`config.mk`:
```
export PLATFORM = sky130hd
export DESIGN_NAME = rr_slot_arb
export DESIGN_NICKNAME = d
export VERILOG_FILES = /design/src/rtl/rr_slot_arb_pkg.sv /design/src/rtl/rr_slot_arb_slot_cntr.sv /design/src/rtl/rr_slot_arb.sv
export SDC_FILE = /design/constraint.sdc
export NUM_CORES = 1
export LEC_CHECK = 0
export CORE_ASPECT_RATIO = 0.75
export CORE_UTILIZATION = 30
export CTS_BUF_LIST = sky130_fd_sc_hd__clkbuf_16
export DETAILED_ROUTE_END_ITERATION = 6
export DONT_BUFFER_PORTS = 1
export PLACE_DENSITY = 0.46
export SETUP_SLACK_MARGIN = 0.5
export SLEW_MARGIN = 20
export SYNTH_ARGS = -nofsm -noshare
export SYNTH_HDL_FRONTEND = slang
export SYNTH_SLANG_ARGS = --single-unit
```
`constraint.sdc`:
```
create_clock -name clk -period 6.1 [get_ports clk]
set_input_delay 1.22 -clock clk [delete_from_list [all_inputs] [get_ports clk]]
set_output_delay 1.22 -clock clk [all_outputs]
set_load 0.1 [all_outputs]
```
`src/rtl/rr_slot_arb_pkg.sv`:
```
// rr_slot_arb_pkg: shared state type, width helpers and round-robin pick
package rr_slot_arb_pkg;

    typedef enum logic {IDLE, GRANT} state_e;

    function automatic int wmin1(input int v);
        return (v < 2) ? 1 : $clog2(v);
    endfunction

    // First requester at or after ptr (mod n); -1 when nobody requests
    function automatic int rr_pick(input logic [31:0] req, input int ptr, input int n);
        int r;
        int j;
        r = -1;
        for (int i = 0; i < 32; i++) begin
            j = (ptr + i) % n;
            if (i < n && r < 0 && req[j]) r = j;
        end
        return r;
    endfunction

endpackage

```
`src/rtl/rr_slot_arb_slot_cntr.sv`:
```
// slot_cntr: modulo-SLOT cycle counter with clear and terminal count
module slot_cntr
    import rr_slot_arb_pkg::*;
#(
    parameter int SLOT = 8,
    localparam int CW = wmin1(SLOT)
) (
    input  logic          clk,
    input  logic          rst,
    input  logic          clr,
    input  logic          inc,
    output logic [CW-1:0] cnt,
    output logic          tc
);

    logic [CW-1:0] cnt_q;
    logic [CW-1:0] cnt_d;

    assign cnt = cnt_q;
    assign tc  = cnt_q == CW'(SLOT - 1);

    // Clear wins over increment; increment wraps at the terminal count
    always_comb begin
        cnt_d = clr ? '0 : inc ? (tc ? '0 : cnt_q + CW'(1)) : cnt_q;
    end

    // Count register
    always_ff @(posedge clk) begin
        if (rst) cnt_q <= '0;
        else     cnt_q <= cnt_d;
    end

endmodule

```
`src/rtl/rr_slot_arb.sv`:
```
// rr_slot_arb: round-robin time-sliced arbiter with early release
module rr_slot_arb
    import rr_slot_arb_pkg::*;
#(
    parameter int N = 4,
    parameter int SLOT = 8,
    localparam int IDW = wmin1(N),
    localparam int CW = wmin1(SLOT)
) (
    input  logic           clk,
    input  logic           rst,
    input  logic           en,
    input  logic [N-1:0]   req,
    input  logic           rel,
    output logic [N-1:0]   gnt,
    output logic [IDW-1:0] gnt_id,
    output logic           busy,
    output logic [CW-1:0]  slot_cnt,
    output logic           expire
);

    state_e         state_q, state_d;
    logic [N-1:0]   gnt_q, gnt_d;
    logic [IDW-1:0] id_q, id_d;
    logic [IDW-1:0] ptr_q, ptr_d;
    logic           exp_q, exp_d;
    logic           term, start, clr, inc, tc;

    assign gnt    = gnt_q;
    assign gnt_id = id_q;
    assign busy   = |gnt_q;
    assign expire = exp_q;

    slot_cntr #(.SLOT(SLOT)) u_cntr (
        .clk (clk),
        .rst (rst),
        .clr (clr),
        .inc (inc),
        .cnt (slot_cnt),
        .tc  (tc)
    );

    // Termination, pointer advance and hand-over to the next owner in one step
    always_comb begin
        int p;
        term    = state_q == GRANT && (rel || !req[id_q] || tc);
        ptr_d   = term ? IDW'((int'(id_q) + 1) % N) : ptr_q;
        p       = rr_pick(32'(req), int'(ptr_d), N);
        start   = en && p >= 0 && (state_q == IDLE || term);
        state_d = start ? GRANT : term ? IDLE : state_q;
        gnt_d   = start ? N'(1) << p : term ? '0 : gnt_q;
        id_d    = start ? IDW'(p) : term ? '0 : id_q;
        exp_d   = term && !rel && req[id_q];
        clr     = state_q == IDLE || term;
        inc     = state_q == GRANT && !term;
    end

    // State and output registers
    always_ff @(posedge clk) begin
        if (rst) begin
            state_q <= IDLE;
            gnt_q   <= '0;
            id_q    <= '0;
            ptr_q   <= '0;
            exp_q   <= 1'b0;
        end else begin
            state_q <= state_d;
            gnt_q   <= gnt_d;
            id_q    <= id_d;
            ptr_q   <= ptr_d;
            exp_q   <= exp_d;
        end
    end

endmodule

```
Word level (Yosys, flattened, before mapping):

Cells that the tools add are included.

* flip-flop bits (word level): 13
* bits of input ports: 8

* $add $sub $neg: 5
* magnitude comparators: 9
* eq/ne operators: 1
* shifts and indexed selects: 1
* mux-type cells: 25
* bitwise logic cells: 4
* reductions and logical operators: 21

Operator list (count)
* 32-bit 2-to-1 mux: 4
* 32-bit by 1-bit < comparator with 1-bit output (second input constant): 3
* 32-bit by 1-bit greater-or-equal comparator with 1-bit output (second input constant): 1
* 1-bit by 32-bit << shifter with 4-bit output (first input constant): 1
* 3-bit by 7-bit < comparator with 1-bit output (second input constant): 3
* 1-bit 2-to-1 mux: 10
* 1-bit binary-select mux with 3-bit select: 3
* 1-bit logical AND: 9
* 4-bit 2-to-1 mux: 2
* 2-bit OR reduction: 4
* 2-bit by 6-bit < comparator with 1-bit output (second input constant): 1
* 2-bit 2-to-1 mux: 3
* 2-bit by 1-bit adder with 2-bit output (second input constant): 2
* 2-bit adder (second input constant): 2
* 1-bit binary-select mux with 2-bit select: 2
* 4-bit OR reduction: 1
* 3-bit by 1-bit adder with 3-bit output (second input constant): 1
* 1-bit bitwise AND (first input constant): 3
* 3-bit == test (second input constant): 1
* 1-bit logical NOT: 3
* 1-bit logical OR: 3
* 2-bit by 3-bit < comparator with 1-bit output (second input constant): 1
* 3-bit 2-to-1 mux: 1
* 2-bit nonzero test: 1
* 1-bit NOT: 1

Depth between registers and ports, before layout:

* word-level depth: 25
* gate-level depth with buffers: 8

Hierarchy:

Synthesis repeated with hierarchy kept, for this count alone.

* cells, all modules: 88
* area total of the unflattened synthesis: 812.0 µm²

By module, submodules not included
* rr_slot_arb: times used 1, cells each 76, area each 669.4 µm², sequential area each 200.2 µm²
* slot_cntr: times used 1, cells each 12, area each 142.6 µm², sequential area each 60.1 µm²

Least setup slack after synthesis:

Ideal clock, no wire load.

* path kind: register -> output
* from: reg gnt_q[0], in the netlist gnt[0]
* to: out busy
* arrival time: 1.776 ns
* required time: 4.880 ns
* path slack: 3.104 ns
* cell stages (with the launch flop): 2
* buffers on the path: 0
* cell sequence: dfxtp_1 > or4_1

* longest elaborated chain between the ends: 1

RTL lines
* from (decl): RTL line rr_slot_arb.sv:23 `logic [N-1:0] gnt_q, gnt_d;`
* from (signal assigned): RTL line rr_slot_arb.sv:68 `gnt_q <= gnt_d;`
* 4-bit OR reduction: RTL line rr_slot_arb.sv:31 `assign busy = |gnt_q;`
* to (decl): RTL line rr_slot_arb.sv:17 `output logic busy,`

Every way passes these cells.

Worst setup path in the final report:

Same ends and word-level chain as after synthesis.

==> run_summary.xml <==
<?xml version="1.0" encoding="UTF-8"?>
<metrics>
  <group name="run_status">
    <metric name="run_status" unit="">finished, violations left</metric>
    <metric name="violations" unit="">DRC</metric>
  </group>
  <group name="yosys">
    <metric name="post_synth_inst_count" unit="">73</metric>
    <metric name="synth_adder_area_share" unit="%">3.55</metric>
    <metric name="synthArstFlopShare" unit="%">0</metric>
    <metric name="synth_mux_area_share" unit="%">6.57</metric>
    <metric name="synth_edf_count" unit="">0</metric>
    <metric name="synth-xor-area-share" unit="%">0</metric>
    <metric name="synth_compound_area_share" unit="%">25.0</metric>
    <metric name="yosysSeqAreaShare" unit="%">36.9</metric>
    <metric name="main_combinational_cell_family_by_area_after_synthesis" unit="">compound AO/OA/AOI/OAI gates</metric>
    <metric name="ys_seq_elements" unit="">13</metric>
    <metric name="yosys.cell_types.count" unit="">38</metric>
    <metric name="syn_area_per_cell" unit="um2">9.65</metric>
    <metric name="yosys_most_used_dff" unit="">sky130_fd_sc_hd__dfxtp_1</metric>
    <metric name="synthesis.yosys.warnings" unit="">0</metric>
    <metric name="syn_nets" unit="">83</metric>
    <metric name="synthSimpleGateAreaFrac" unit="%">24.5</metric>
    <metric name="syn_std_cell_area" unit="um2">704</metric>
  </group>
  <group name="clock_network">
    <metric name="cts-hold-fix-buffers" unit="">0</metric>
    <metric name="cts.reportedPaths.clkPinSlew" unit="ns">0.04</metric>
    <metric name="clock_insertion_delay_worst_skew" unit="ns">0.24</metric>
    <metric name="clock_tree.buffer_depth" unit="">2</metric>
    <metric name="clock_sinks" unit="">13</metric>
    <metric name="cts_buffers" unit="">3</metric>
    <metric name="clock_tree_from_tritoncts" unit="">done</metric>
    <metric name="post_cts.resized_instances" unit="">0</metric>
    <metric name="clk_root_buffer_cell" unit="">sky130_fd_sc_hd__clkbuf_16</metric>
    <metric name="cts_post_setup_buffers_inserted" unit="">0</metric>
    <metric name="h_tree_levels" unit="">1</metric>
  </group>
  <group name="die">
    <metric name="fp.coreArea" unit="mm2">0.00210</metric>
    <metric name="die_x_extent" unit="um">58.0</metric>
    <metric name="die_h" unit="um">44.0</metric>
    <metric name="die_area" unit="mm2">0.00255</metric>
    <metric name="placementRows" unit="">14</metric>
    <metric name="pin_count" unit="">19</metric>
    <metric name="start_util" unit="%">33.5</metric>
  </group>
  <group name="layout">
    <metric name="fillers" unit="">219</metric>
    <metric name="syn_to_final_growth" unit="%">14.2</metric>
    <metric name="multiInputGateArea" unit="um2">420</metric>
    <metric name="finish.net_count" unit="">87</metric>
    <metric name="diodes" unit="">0</metric>
    <metric name="final_core_utilization" unit="%">38.3</metric>
    <metric name="seqCellArea" unit="um2">260</metric>
    <metric name="post_route_cells_drive_above_1_share" unit="%">13.2</metric>
  </group>
  <group name="setup_path">
    <metric name="critical_path.startpoint_type" unit="">flip-flop</metric>
    <metric name="critical_path_peak_fanout" unit="">3</metric>
    <metric name="timing.critical_path.buf_inv" unit="">0</metric>
    <metric name="worst-endpoint-arrival" unit="ns">2.06</metric>
    <metric name="critPathRequiredTime" unit="ns">4.88</metric>
    <metric name="worst_path_dominant_cell_family" unit="">flip-flops</metric>
    <metric name="setup.worst_path.class" unit="">flip-flop to output port</metric>
    <metric name="critical-path-max-stage-delay" unit="ns">0.97</metric>
    <metric name="worstPathCellList" unit="">or4_1</metric>
    <metric name="crit_path_end_kind" unit="">output port</metric>
    <metric name="slowest_stage" unit="">sky130_fd_sc_hd__dfxtp_1</metric>
  </group>
  <group name="global_routing">
    <metric name="initial_antenna_violation_count" unit="">0</metric>
    <metric name="grt_max_degree" unit="">9</metric>
    <metric name="via_count_of_the_first_global_routing_pass" unit="">550</metric>
    <metric name="grt_pass1_wl" unit="mm">2.43</metric>
    <metric name="global_route.overflow_total" unit="">0</metric>
    <metric name="aggregate_global_route_resource_usage" unit="%">13.3</metric>
  </group>
  <group name="pwr">
    <metric name="total_power" unit="W">0.000284</metric>
    <metric name="max-vdd-ir-drop" unit="uV">216</metric>
    <metric name="power-per-cell-area" unit="mW/mm2">353</metric>
    <metric name="power.leakage" unit="nW">0.320</metric>
  </group>
  <group name="timing">
    <metric name="grt_setup_unrepaired" unit="">no</metric>
    <metric name="slew_violations" unit="">0</metric>
    <metric name="setup_violations" unit="">0</metric>
    <metric name="fin_crit_sh" unit="%">53.7</metric>
    <metric name="fmax" unit="GHz">0.305</metric>
    <metric name="clock-skew-final" unit="ns">0.000840</metric>
    <metric name="setup_tns" unit="ns">0</metric>
    <metric name="transition_time_at_the_pin_with_the_least_slew_margin" unit="ns">1.11</metric>
    <metric name="timing.final.hold_violations" unit="">0</metric>
    <metric name="timing.slew.headroom" unit="%">26.1</metric>
    <metric name="timing.final.crit_period" unit="ns">3.28</metric>
    <metric name="finalWorstSetupSlack" unit="ns">2.82</metric>
  </group>
  <group name="placed_design">
    <metric name="dp.final_hpwl" unit="mm">1.14</metric>
    <metric name="io_buffers" unit="">0</metric>
    <metric name="post_placement_worst_setup_slack" unit="ns">3.07</metric>
    <metric name="gp_routability_congestion" unit="">0.723</metric>
  </group>
  <group name="detailed_routing">
    <metric name="wl_per_cell" unit="um">14.4</metric>
    <metric name="drt_drc_violations_left" unit="">1</metric>
    <metric name="avgViaCountPerCell" unit="">5.58</metric>
    <metric name="dr_total_vias" unit="">558</metric>
    <metric name="initialDrtViolationCount" unit="">9</metric>
    <metric name="post_detailed_route_count_of_antenna_violating_nets" unit="">0</metric>
    <metric name="drtPass1Iterations" unit="">6</metric>
    <metric name="wire_length_after_detailed_routing" unit="mm">1.44</metric>
  </group>
  <group name="min_path">
    <metric name="min_path_type" unit="">flip-flop to flip-flop</metric>
  </group>
  <group name="flow_run">
    <metric name="maxCapViolations" unit="">0</metric>
  </group>
</metrics>
cells by family (layout without fill, tap and decap cells):
group | after synthesis | after routing
and+or+nand+nor | 31 | 31
AOI/OAI and AO/OA | 20 | 20
DFF | 13 | 13
buffers and inverters | 4 | 7
muxes | 3 | 3
adders and majority gates | 2 | 2
metal layers:
layer | vias up | track usage (%) | wire, um
met3 | 0 | 7.46 | 113
met5 | - | 0 | 0
met2 | 12 | 19.5 | 606
met4 | 0 | 4.29 | 0
met1 | 265 | 16.4 | 720
li1 | 281 | - | -
report_power, final:
group | switching, W | internal (W) | leakage [nW]
Clock | 0.0000330 | 0.0000861 | 0.0423
Combinational | 0.0000328 | 0.0000171 | 0.172
Sequential | 0.0000247 | 0.0000903 | 0.106
Total | 0.0000905 | 0.000194 | 0.320
layout make-up:
type                    count  area share (%)
multi-input cells          56            52.3
flip-flops and latches     13            32.3
clock inverters             1           0.467
well taps                  24            3.73
repair buffers              1           0.933
clock buffers               3            9.33
inverters                   2           0.933
per-stage QoR:
step / instances / instance area (um2) / hold WS (ns)
after global routing: 100 / 805 / 0.575
after global placement: 96 / 726 / 0.528
after CTS: 100 / 805 / 0.552
after floorplan: 73 / 704 / 0.500
final: 100 / 805 / 0.545
after detailed placement: 96 / 726 / 0.541
synthesized netlist by cell type (2+ instances only):
| master | number | area (um2) |
|---|---|---|
| sky130_fd_sc_hd__dfxtp_1 | 13 | 260 |
| sky130_fd_sc_hd__nand2_1 | 7 | 26.3 |
| sky130_fd_sc_hd__nor2_1 | 5 | 18.8 |
| sky130_fd_sc_hd__a21oi_1 | 3 | 15.0 |
| sky130_fd_sc_hd__a22o_1 | 2 | 17.5 |
| sky130_fd_sc_hd__and2_1 | 2 | 12.5 |
| sky130_fd_sc_hd__ha_1 | 2 | 25.0 |
| sky130_fd_sc_hd__inv_1 | 2 | 7.51 |
| sky130_fd_sc_hd__mux2i_1 | 2 | 20.0 |
| sky130_fd_sc_hd__nand2b_1 | 2 | 12.5 |
| sky130_fd_sc_hd__nand3_1 | 2 | 10.0 |
| sky130_fd_sc_hd__nor2b_1 | 2 | 12.5 |
| sky130_fd_sc_hd__nor3b_1 | 2 | 15.0 |
| sky130_fd_sc_hd__o221ai_1 | 2 | 17.5 |
| sky130_fd_sc_hd__or3_1 | 2 | 12.5 |
flip-flops by register name, summed over array words and instances, names as in the netlist:
name / flops
u_cntr.cnt: 3
ptr_q: 2
state_q: 1
gnt: 4
gnt_id: 2
expire: 1
cell usage in the layout (no fill, tap or decap), drive strengths merged:
cell type / n
mux4: 1
nand3: 2
o221ai: 2
buf: 1
nand2: 7
a21bo: 1
a21oi: 3
clkbuf: 3
inv: 3
a22o: 2
and3: 1
nand2b: 2
o41ai: 1
nor4b: 1
a211oi: 2
nor2b: 2
a2bb2o: 1
o41a: 1
or2: 2
o211a: 1
nor3: 1
a32o: 1
or4: 1
o221a: 1
a21boi: 1
ha: 2
nor3b: 3
and2: 2
o211ai: 1
mux2i: 2
or3: 2
dfxtp: 13
o21ai: 2
nor2: 5
worst paths after layout:
| path | from | to | slack, ns | depth (start not counted) |
|---|---|---|---|---|
| max | gnt[0] | busy | 2.82 | 1 |
| min | ptr_q[0] | ptr_q[0] | 0.55 | 2 |
| max reg2reg | u_cntr.cnt[0] | gnt[3] | 3.08 | 8 |
| min reg2reg | ptr_q[0] | ptr_q[0] | 0.55 | 2 |
Power figures use the tool's default switching activity.
